[config.mk]
export PLATFORM = sky130hd
export DESIGN_NAME = rc_signal_monitor
export DESIGN_NICKNAME = d
export VERILOG_FILES = /design/src/rtl/rc_signal_monitor.sv
export SDC_FILE = /design/constraint.sdc
export NUM_CORES = 1
export LEC_CHECK = 0
export CAP_MARGIN = 20
export CELL_PAD_IN_SITES_DETAIL_PLACEMENT = 2
export CELL_PAD_IN_SITES_GLOBAL_PLACEMENT = 2
export CORE_ASPECT_RATIO = 0.9
export CORE_UTILIZATION = 36
export DETAILED_ROUTE_END_ITERATION = 8
export PLACE_DENSITY_LB_ADDON = 0.1
export SLEW_MARGIN = 20
export SYNTH_ARGS = -nofsm -noshare
export SYNTH_HDL_FRONTEND = slang
export SYNTH_SLANG_ARGS = --single-unit
[constraint.sdc]
create_clock -name clk -period 7.8 [get_ports clk]
set_input_delay 1.56 -clock clk [delete_from_list [all_inputs] [get_ports clk]]
set_output_delay 1.56 -clock clk [all_outputs]
set_load 0.03 [all_outputs]
[src/rtl/rc_signal_monitor.sv]
// RC link monitor: qualifies capture-stage frames, tracks link health
// (ACQUIRE/VALID/FAILSAFE) and presents held or failsafe channel values.
// Ports: clk, rst_n (async low), pwm_clk strobe, rc_en, pwm_in_ch1,
//   pulse_width_ch1..6 / pulse_period in; ch_out1..6, rc_valid,
//   failsafe, frame_err out. Optional macro: RC_DEADBAND_EN.
module rc_signal_monitor #(
  parameter int WORDSIZE    = 15,
  parameter int WIDTH_MIN   = 900,
  parameter int WIDTH_MAX   = 2100,
  parameter int PERIOD_MIN  = 10000,
  parameter int PERIOD_MAX  = 30000,
  parameter int GOOD_FRAMES = 4,
  parameter int BAD_FRAMES  = 3,
  parameter int TIMEOUT_US  = 50000,
  parameter int FS_WIDTH    = 1500,
  parameter int FS_THROTTLE = 1000,
  parameter int DEADBAND    = 4
) (
  input  logic                clk,
  input  logic                rst_n,
  input  logic                pwm_clk,
  input  logic                rc_en,
  input  logic                pwm_in_ch1,
  input  logic [WORDSIZE-1:0] pulse_width_ch1,
  input  logic [WORDSIZE-1:0] pulse_width_ch2,
  input  logic [WORDSIZE-1:0] pulse_width_ch3,
  input  logic [WORDSIZE-1:0] pulse_width_ch4,
  input  logic [WORDSIZE-1:0] pulse_width_ch5,
  input  logic [WORDSIZE-1:0] pulse_width_ch6,
  input  logic [WORDSIZE-1:0] pulse_period,
  output logic [WORDSIZE-1:0] ch_out1,
  output logic [WORDSIZE-1:0] ch_out2,
  output logic [WORDSIZE-1:0] ch_out3,
  output logic [WORDSIZE-1:0] ch_out4,
  output logic [WORDSIZE-1:0] ch_out5,
  output logic [WORDSIZE-1:0] ch_out6,
  output logic                rc_valid,
  output logic                failsafe,
  output logic                frame_err
);

  localparam int GW = $clog2(GOOD_FRAMES + 1);
  localparam int BW = $clog2(BAD_FRAMES + 1);
  localparam int TW = $clog2(TIMEOUT_US + 1);

  localparam logic [WORDSIZE-1:0] WMIN = WORDSIZE'(WIDTH_MIN);
  localparam logic [WORDSIZE-1:0] WMAX = WORDSIZE'(WIDTH_MAX);
  localparam logic [WORDSIZE-1:0] PMIN = WORDSIZE'(PERIOD_MIN);
  localparam logic [WORDSIZE-1:0] PMAX = WORDSIZE'(PERIOD_MAX);
  localparam logic [WORDSIZE-1:0] FS_W = WORDSIZE'(FS_WIDTH);
  localparam logic [WORDSIZE-1:0] FS_T = WORDSIZE'(FS_THROTTLE);
  localparam logic [GW-1:0]       GOOD_N = GW'(GOOD_FRAMES);
  localparam logic [BW-1:0]       BAD_N  = BW'(BAD_FRAMES);
  localparam logic [TW-1:0]       TO_N   = TW'(TIMEOUT_US);
  localparam logic [TW-1:0]       TO_LAST = TW'(TIMEOUT_US - 1);

`ifdef RC_DEADBAND_EN
  localparam logic [WORDSIZE-1:0] DB_T = WORDSIZE'(DEADBAND);
`else
  // zero threshold: an equal width is a no-op load, so all channels follow
  localparam logic [WORDSIZE-1:0] DB_T = WORDSIZE'(DEADBAND * 0);
`endif

  typedef enum logic [1:0] {
    ACQUIRE  = 2'd0,
    VALID    = 2'd1,
    FAILSAFE = 2'd2
  } state_e;

  state_e        state_q, state_d;
  logic [GW-1:0] good_q, good_d;
  logic [BW-1:0] bad_q, bad_d;
  logic [TW-1:0] to_q, to_d;
  logic          armed_q, armed_d;
  logic          pend_q, pend_d;
  logic          s1_q, s1_d, s2_q, s2_d, s3_q, s3_d;
  logic          ferr_q, ferr_d;
  logic          valid_q, valid_d;
  logic          fs_q, fs_d;

  logic [WORDSIZE-1:0] w    [6];
  logic [WORDSIZE-1:0] ch_q [6];
  logic [WORDSIZE-1:0] ch_d [6];
  logic [WORDSIZE-1:0] diff;
  logic [5:0]          upd;
  logic                frame_ok;
  logic                rise;
  logic                eval;
  logic                tmo;

  assign w[0] = pulse_width_ch1;
  assign w[1] = pulse_width_ch2;
  assign w[2] = pulse_width_ch3;
  assign w[3] = pulse_width_ch4;
  assign w[4] = pulse_width_ch5;
  assign w[5] = pulse_width_ch6;

  assign ch_out1   = ch_q[0];
  assign ch_out2   = ch_q[1];
  assign ch_out3   = ch_q[2];
  assign ch_out4   = ch_q[3];
  assign ch_out5   = ch_q[4];
  assign ch_out6   = ch_q[5];
  assign rc_valid  = valid_q;
  assign failsafe  = fs_q;
  assign frame_err = ferr_q;

  // same edge tick as the capture stage
  assign rise = s2_q & ~s3_q;
  assign eval = pend_q & armed_q;
  assign tmo  = ~rise & (to_q == TO_LAST);

  function automatic logic [WORDSIZE-1:0] fs_val(input int i);
    return (i == 2) ? FS_T : FS_W;
  endfunction

  always_comb begin
    frame_ok = (pulse_period >= PMIN) && (pulse_period <= PMAX);
    diff     = '0;
    upd      = '0;
    for (int i = 0; i < 6; i++) begin
      if (w[i] < WMIN || w[i] > WMAX) frame_ok = 1'b0;
      diff   = (w[i] >= ch_q[i]) ? w[i] - ch_q[i] : ch_q[i] - w[i];
      upd[i] = diff > DB_T;
    end
  end

  always_ff @(posedge clk or negedge rst_n) begin
    if (!rst_n) begin
      state_q <= ACQUIRE;
      good_q  <= '0;
      bad_q   <= '0;
      to_q    <= '0;
      armed_q <= 1'b0;
      pend_q  <= 1'b0;
      s1_q    <= 1'b0;
      s2_q    <= 1'b0;
      s3_q    <= 1'b0;
      ferr_q  <= 1'b0;
      valid_q <= 1'b0;
      fs_q    <= 1'b1;
      for (int i = 0; i < 6; i++) ch_q[i] <= fs_val(i);
    end else begin
      state_q <= state_d;
      good_q  <= good_d;
      bad_q   <= bad_d;
      to_q    <= to_d;
      armed_q <= armed_d;
      pend_q  <= pend_d;
      s1_q    <= s1_d;
      s2_q    <= s2_d;
      s3_q    <= s3_d;
      ferr_q  <= ferr_d;
      valid_q <= valid_d;
      fs_q    <= fs_d;
      for (int i = 0; i < 6; i++) ch_q[i] <= ch_d[i];
    end
  end

  always_comb begin
    state_d = state_q;
    good_d  = good_q;
    bad_d   = bad_q;
    to_d    = to_q;
    armed_d = armed_q;
    pend_d  = pend_q;
    s1_d    = s1_q;
    s2_d    = s2_q;
    s3_d    = s3_q;
    ferr_d  = 1'b0;
    for (int i = 0; i < 6; i++) ch_d[i] = ch_q[i];
    if (pwm_clk) begin
      s1_d = pwm_in_ch1;
      s2_d = s1_q;
      s3_d = s2_q;
      if (!rc_en) begin
        state_d = ACQUIRE;
        good_d  = '0;
        bad_d   = '0;
        to_d    = '0;
        armed_d = 1'b0;
        pend_d  = 1'b0;
        for (int i = 0; i < 6; i++) ch_d[i] = fs_val(i);
      end else begin
        // the arming edge sets armed only; it is never evaluated
        pend_d = rise & armed_q;
        if (rise) begin
          to_d    = '0;
          armed_d = 1'b1;
        end else if (to_q != TO_N) begin
          to_d = to_q + TW'(1);
        end
        if (tmo) begin
          armed_d = 1'b0;
          good_d  = '0;
          if (state_q == VALID) begin
            state_d = FAILSAFE;
            bad_d   = '0;
            for (int i = 0; i < 6; i++) ch_d[i] = fs_val(i);
          end
        end else if (eval) begin
          ferr_d = ~frame_ok;
          case (state_q)
            VALID: begin
              if (frame_ok) begin
                bad_d = '0;
                for (int i = 0; i < 6; i++)
                  if (upd[i]) ch_d[i] = w[i];
              end else if (bad_q + BW'(1) == BAD_N) begin
                state_d = FAILSAFE;
                bad_d   = '0;
                for (int i = 0; i < 6; i++) ch_d[i] = fs_val(i);
              end else begin
                bad_d = bad_q + BW'(1);
              end
            end
            default: begin
              if (!frame_ok) begin
                good_d = '0;
              end else if (good_q + GW'(1) == GOOD_N) begin
                state_d = VALID;
                good_d  = '0;
                bad_d   = '0;
                for (int i = 0; i < 6; i++) ch_d[i] = w[i];
              end else begin
                good_d = good_q + GW'(1);
              end
            end
          endcase
        end
      end
    end
  end

  always_comb begin
    valid_d = (state_q == VALID);
    fs_d    = (state_q != VALID);
  end

endmodule

-- Word level (Yosys, flattened, before mapping)
Index checks and enable logic that the tools add are counted.
- register bits: 121
- latch bits: 0
- memory bits (writable): 0
- bits in read-only memories: 0
- word-level logic and storage cells: 167
- memories: 0
- $add $sub $neg: 15
- multipliers: 0
- divide/modulo/power cells: 0
- magnitude comparators: 26
- eq/ne operators: 21
- shift operators: 0
- muxes and demuxes: 62
- bitwise operators: 7
- reductions and logical operators: 18
- operator list (kind ; count):
    $mux 90 ; 9
    $mux 15 ; 12
    $sub 15x15->15 ; 12
    $ge 15x15->1 ; 6
    $gt 15x1->1 const B ; 6
    $gt 15x12->1 const B ; 6
    $lt 15x10->1 const B ; 6
    $reduce_and 7->1 ; 7
    $mux 16 ; 3
    $mux 2 ; 18
    $ne 5x4->1 const B ; 6
    $mux 3 ; 6
    $add 16x1->16 const B ; 1
    $eq 16x16->1 const B ; 1
    $ne 16x16->1 const B ; 1
    $ge 15x14->1 const B ; 1
    $le 15x15->1 const B ; 1
    $mux 1 ; 14
    $ne 3x1->1 const B ; 3
    $ne 4x3->1 const B ; 2
    $logic_or 1x1->1 ; 6
    $reduce_and 5->1 ; 1
    $and 1x1->1 ; 4
    $ne 4x1->1 const B ; 1
    other kinds (13) ; 16

-- Longest topological paths before layout
- depth in word-level cells: 13
- gate-level depth with buffers: 15

-- Worst setup path before layout
OpenSTA, ideal clock, no wires.
- path kind: in2reg
- start point: in pulse_width_ch1[4]
- end point: reg ch_q, in the netlist ch_out1[10]
- setup time: 0.082 ns
- arrival time: 4.475 ns
- required time: 7.718 ns
- path slack: 3.243 ns
- stages: 14
- path buffers: 2
- cells stage by stage: inv_1 > ha_1 > buf_2 > a21oi_1 > o221ai_1 > o31ai_1 > nand3_1 > a31oi_1 > nor2_1 > a221o_1 > o21a_1 > a31oi_2 > buf_6 > mux2_2
- longest elaborated chain between the ends: 13
- elaborated cells between the ends (all ways): 23
- ends and longest elaborated chain (element ; RTL line ; text):
    from (decl) ; 24 ; input logic [WORDSIZE-1:0] pulse_width_ch1,
    parallel branches: the longest is 13 deep, another holds $sub 15x15->15 ; -- ;
    to (decl) ; 82 ; logic [WORDSIZE-1:0] ch_q [6];
Parallel ways; which one is timed is not known. The select of a mux whose other input is x is not followed.
A chain may end at the register's enable or synchronous reset.

-- Worst setup path after layout
- start point: in pulse_width_ch5[4]
- end point: reg ch_q, in the netlist ch_out5[9]
- longest elaborated chain between the ends: 9
- elaborated cells between the ends (all ways): 19
- ends and longest elaborated chain (element ; RTL line ; text):
    from (decl) ; 28 ; input logic [WORDSIZE-1:0] pulse_width_ch5,
    parallel branches: the longest is 9 deep, another holds $sub 15x15->15 ; -- ;
Parallel ways; which one is timed is not known. The select of a mux whose other input is x is not followed.

==> flow_metrics.env <==
export IMPL_critPathLaunchType="input pin"
export IMPL_vdd_drop_max_mv=0.120
export IMPL_slew_headroom=0.342
export IMPL_ctsHoldBuffers=0
export IMPL_rr_startpoint="ch_out5[4]$_DFFE_PN1P_"
export IMPL_synth_area_per_cell_sq_um=7.97
export IMPL_drtAntennaViolNets=0
export IMPL_dieArea_sq_um=38800
export IMPL_path_class="in2reg"
export IMPL_ys_seq_area_frac=0.225
export IMPL_clock_sinks=121
export IMPL_post_cts_resized=0
export IMPL_worst_setup_path_end_kind="flip-flop"
export IMPL_fin_area_sq_um=16600
export IMPL_gr_total_overflow=0
export IMPL_ios=203
export IMPL_min_period_over_period=0.723
export IMPL_final_max_slew_viol_count=0
export IMPL_critPathMaxFanout=10
export IMPL_place_hpwl_microns=42200
export IMPL_synth_distinct_cells=91
export IMPL_gp_congestion=0.901
export IMPL_grt_max_degree=68
export IMPL_initial_core_util=0.366
export IMPL_grt_use_total=0.277
export IMPL_status="finished, final reports clean"
export IMPL_hold_depth=2
export IMPL_period_minus_slack_ns=5.64
export IMPL_fin_nets=2170
export IMPL_dieWidth_microns=208
export IMPL_synth_edf_count=0
export IMPL_power_density_nw_per_um2=208
export IMPL_hp_start="state_q[1]$_DFFE_PN0P_"
export IMPL_root_buffer="clkbuf_16"
export IMPL_worst_pin_slew_ns=0.962
export IMPL_drtIter0Drc=755
export IMPL_synth_seq_cells=121
export IMPL_whs_endpoint="state_q[1]$_DFFE_PN0P_"
export IMPL_ys_warn_count=0
export IMPL_row_count=67
export IMPL_cts_setup_buffers=0
export IMPL_yosysTopAreaCell="ha_1"
export IMPL_syn_cell_area_sq_um=13700
export IMPL_cts_made_buffers=17
export IMPL_critPathArrivalTime_ns=5.98
export IMPL_clk_pin_slew_ns=0.07
export IMPL_wl_per_cell_microns=22.4
export IMPL_synth_top_area_frac=0.163
export IMPL_tns_ns=0
export IMPL_drc=0
export IMPL_numPortBuffers=202
export IMPL_grt_pass1_wl_microns=85200
export IMPL_reg2regPathDepth=11
export IMPL_drt_wl_total_microns=53300
export IMPL_synth_async_sr_flop_share=1.00
export IMPL_clock_skew_ns=0.0165
export IMPL_grt_setup_unrepaired="no"
export IMPL_drt_pre_antenna_iters=4
export IMPL_coreArea_sq_um=37400
export IMPL_die_y_microns=187
export IMPL_antenna_found_initial=1
export IMPL_syn_num_nets=2006
export IMPL_dpl_instance_area_sq_um=16100
export IMPL_netlist_top_cells_area="ha_1 (16%), dfrtp_1 (14%), dfstp_2 (8.1%), inv_1 (5.9%), a21oi_1 (3.6%)"
export IMPL_fillers=4214
export IMPL_vias_per_cell=5.77
export IMPL_fmax_mhz=177
export IMPL_area_growth_synth_to_final_pct=21.5
export IMPL_rrSetupSlack_ns=3.50
export IMPL_timing_rr_end="ch_out5[9]$_DFFE_PN0P_"
export IMPL_ys_flop_type="dfrtp_1"
export IMPL_setup_viol=0
export IMPL_drive_gt1_frac=0.0792
export IMPL_syn_inst=1718
export IMPL_worstPathRequired_ns=8.14
export IMPL_cts_tree="done"
export IMPL_finalHoldViolCount=0
export IMPL_cts_htree_levels=4
export IMPL_drv_cap=0
export IMPL_grt_pass1_vias=14900
export IMPL_worstHoldPathType="reg2reg"
export IMPL_clock_path_buffers=2
export IMPL_leakagePower_nw=7.52
export IMPL_num_vias=13700
export IMPL_clk_latency_ns=0.47
==> per-stage QoR <==
| step | total power [W] | setup slack [ns] | std cells | util | hold slack, ns |
|---|---|---|---|---|---|
| floorplan | 0.00202 | 3.24 | 1718 | - | 0.440 |
| global placement | 0.00258 | 1.89 | 2346 | 0.430 | 0.457 |
| detailed placement | 0.00265 | 1.73 | 2346 | 0.430 | 0.477 |
| CTS | 0.00347 | 2.10 | 2378 | 0.445 | 0.492 |
| global route | 0.00367 | 1.96 | 2379 | 0.445 | 0.524 |
| finish | 0.00346 | 2.16 | 2379 | 0.445 | 0.486 |
==> synthesized netlist by cell type (all sizes together), types with 25 or more instances <==
cell type  number
o21a           27
nand2         119
a21oi         101
nand4          26
xor2           32
nor3           47
o21ai          91
inv           217
ha            178
a31oi          38
dfrtp          79
a21o           43
dfstp          42
nand3          33
nor2          116
clkbuf         45
nor2b          25
xnor2          28
==> routing by layer <==
| layer | GRT usage | vias up | wire length (microns) |
|---|---|---|---|
| met5 | 0 | - | 0 |
| met4 | 0.0807 | 0 | 934 |
| met3 | 0.0336 | 46 | 1510 |
| met2 | 0.455 | 219 | 25100 |
| met1 | 0.380 | 6928 | 25700 |
| li1 | - | 6527 | - |
==> cell usage in the layout, fill, tap and decap left out, types with 26 or more instances in the layout <==
cell type        instances
dfstp_2                 42
o21ai_0                 89
nand2_1                119
nand4_1                 26
xnor2_1                 28
dfrtp_1                 79
a21o_1                  43
xor2_1                  32
a21oi_1                 98
o21a_1                  27
inv_1                  217
ha_1                   178
a31oi_1                 37
nor3_1                  47
nand3_1                 33
nor2_1                 113
clkdlybuf4s50_1        201
==> sequential cells by signal, indices dropped and copies added, names as in the netlist <==
register / count
ch_out1: 15
ch_out4: 15
to_q: 16
rc_valid: 1
s3_q: 1
s2_q: 1
good_q: 3
s1_q: 1
pend_q: 1
frame_err: 1
ch_out6: 15
ch_out3: 15
state_q: 2
bad_q: 2
failsafe: 1
ch_out2: 15
armed_q: 1
ch_out5: 15
==> critical path: stages <==
cell and delay (ns):
clkdlybuf4s50_1 0.53, inv_1 0.10, ha_1 0.49, o211a_1 0.21, o31a_1 0.21, o21bai_2 0.16, o21ai_0 0.69, a221oi_1 0.23
o32ai_1 0.41, xnor2_1 0.18, nor4b_4 0.66, nor2_1 0.31, o2bb2ai_1 0.22
==> final cells by class <==
type                            count  area [sq um]  share of cell area
Sequential cell                   121          3080               0.185
Clock buffer                       17           425              0.0256
Antenna cell                        1          2.50            0.000150
Clock inverter                     15           128             0.00767
Timing Repair Buffer              207          2060               0.124
Multi-Input combinational cell   1318          9520               0.572
Tap cell                          483           604              0.0363
Inverter                          217           815              0.0490
==> cell families (layout without fill, tap and decap cells) <==
| logic type | Yosys count | count (layout) | synth area share |
|---|---|---|---|
| buffers and inverters | 279 | 456 | 0.0803 |
| AOI/OAI and AO/OA | 519 | 519 | 0.264 |
| adders and majority gates | 178 | 178 | 0.163 |
| muxes | 45 | 45 | 0.0349 |
| other | 0 | 1 | 0 |
| xor gates and xnor gates | 60 | 60 | 0.0384 |
| and+or+nand+nor | 516 | 516 | 0.194 |
| DFF | 121 | 121 | 0.225 |
==> how the worst max path moves through the flow <==
stage | endpoint | start | slack [ns] | depth (start not counted)
after floorplan | ch_out1[10]$_DFFE_PN1P_ | pulse_width_ch1[4] | 3.24 | 14
after global placement | ch_out2[3]$_DFFE_PN1P_ | pulse_width_ch6[13] | 1.89 | 10
after detailed placement | ch_out2[4]$_DFFE_PN1P_ | pulse_width_ch6[2] | 1.73 | 10
after CTS | ch_out2[4]$_DFFE_PN1P_ | pulse_width_ch4[2] | 2.10 | 9
after global routing | ch_out2[4]$_DFFE_PN1P_ | pulse_width_ch4[2] | 1.96 | 9
final | ch_out5[9]$_DFFE_PN0P_ | pulse_width_ch5[4] | 2.16 | 13
==> power by group <==
part	switching (W)	internal, W	total (W)
clock network	0.000362	0.000415	0.000777
registers	0.0000901	0.000741	0.000831
logic	0.00113	0.000723	0.00185
Note: power is estimated with default switching activity, not from simulation.
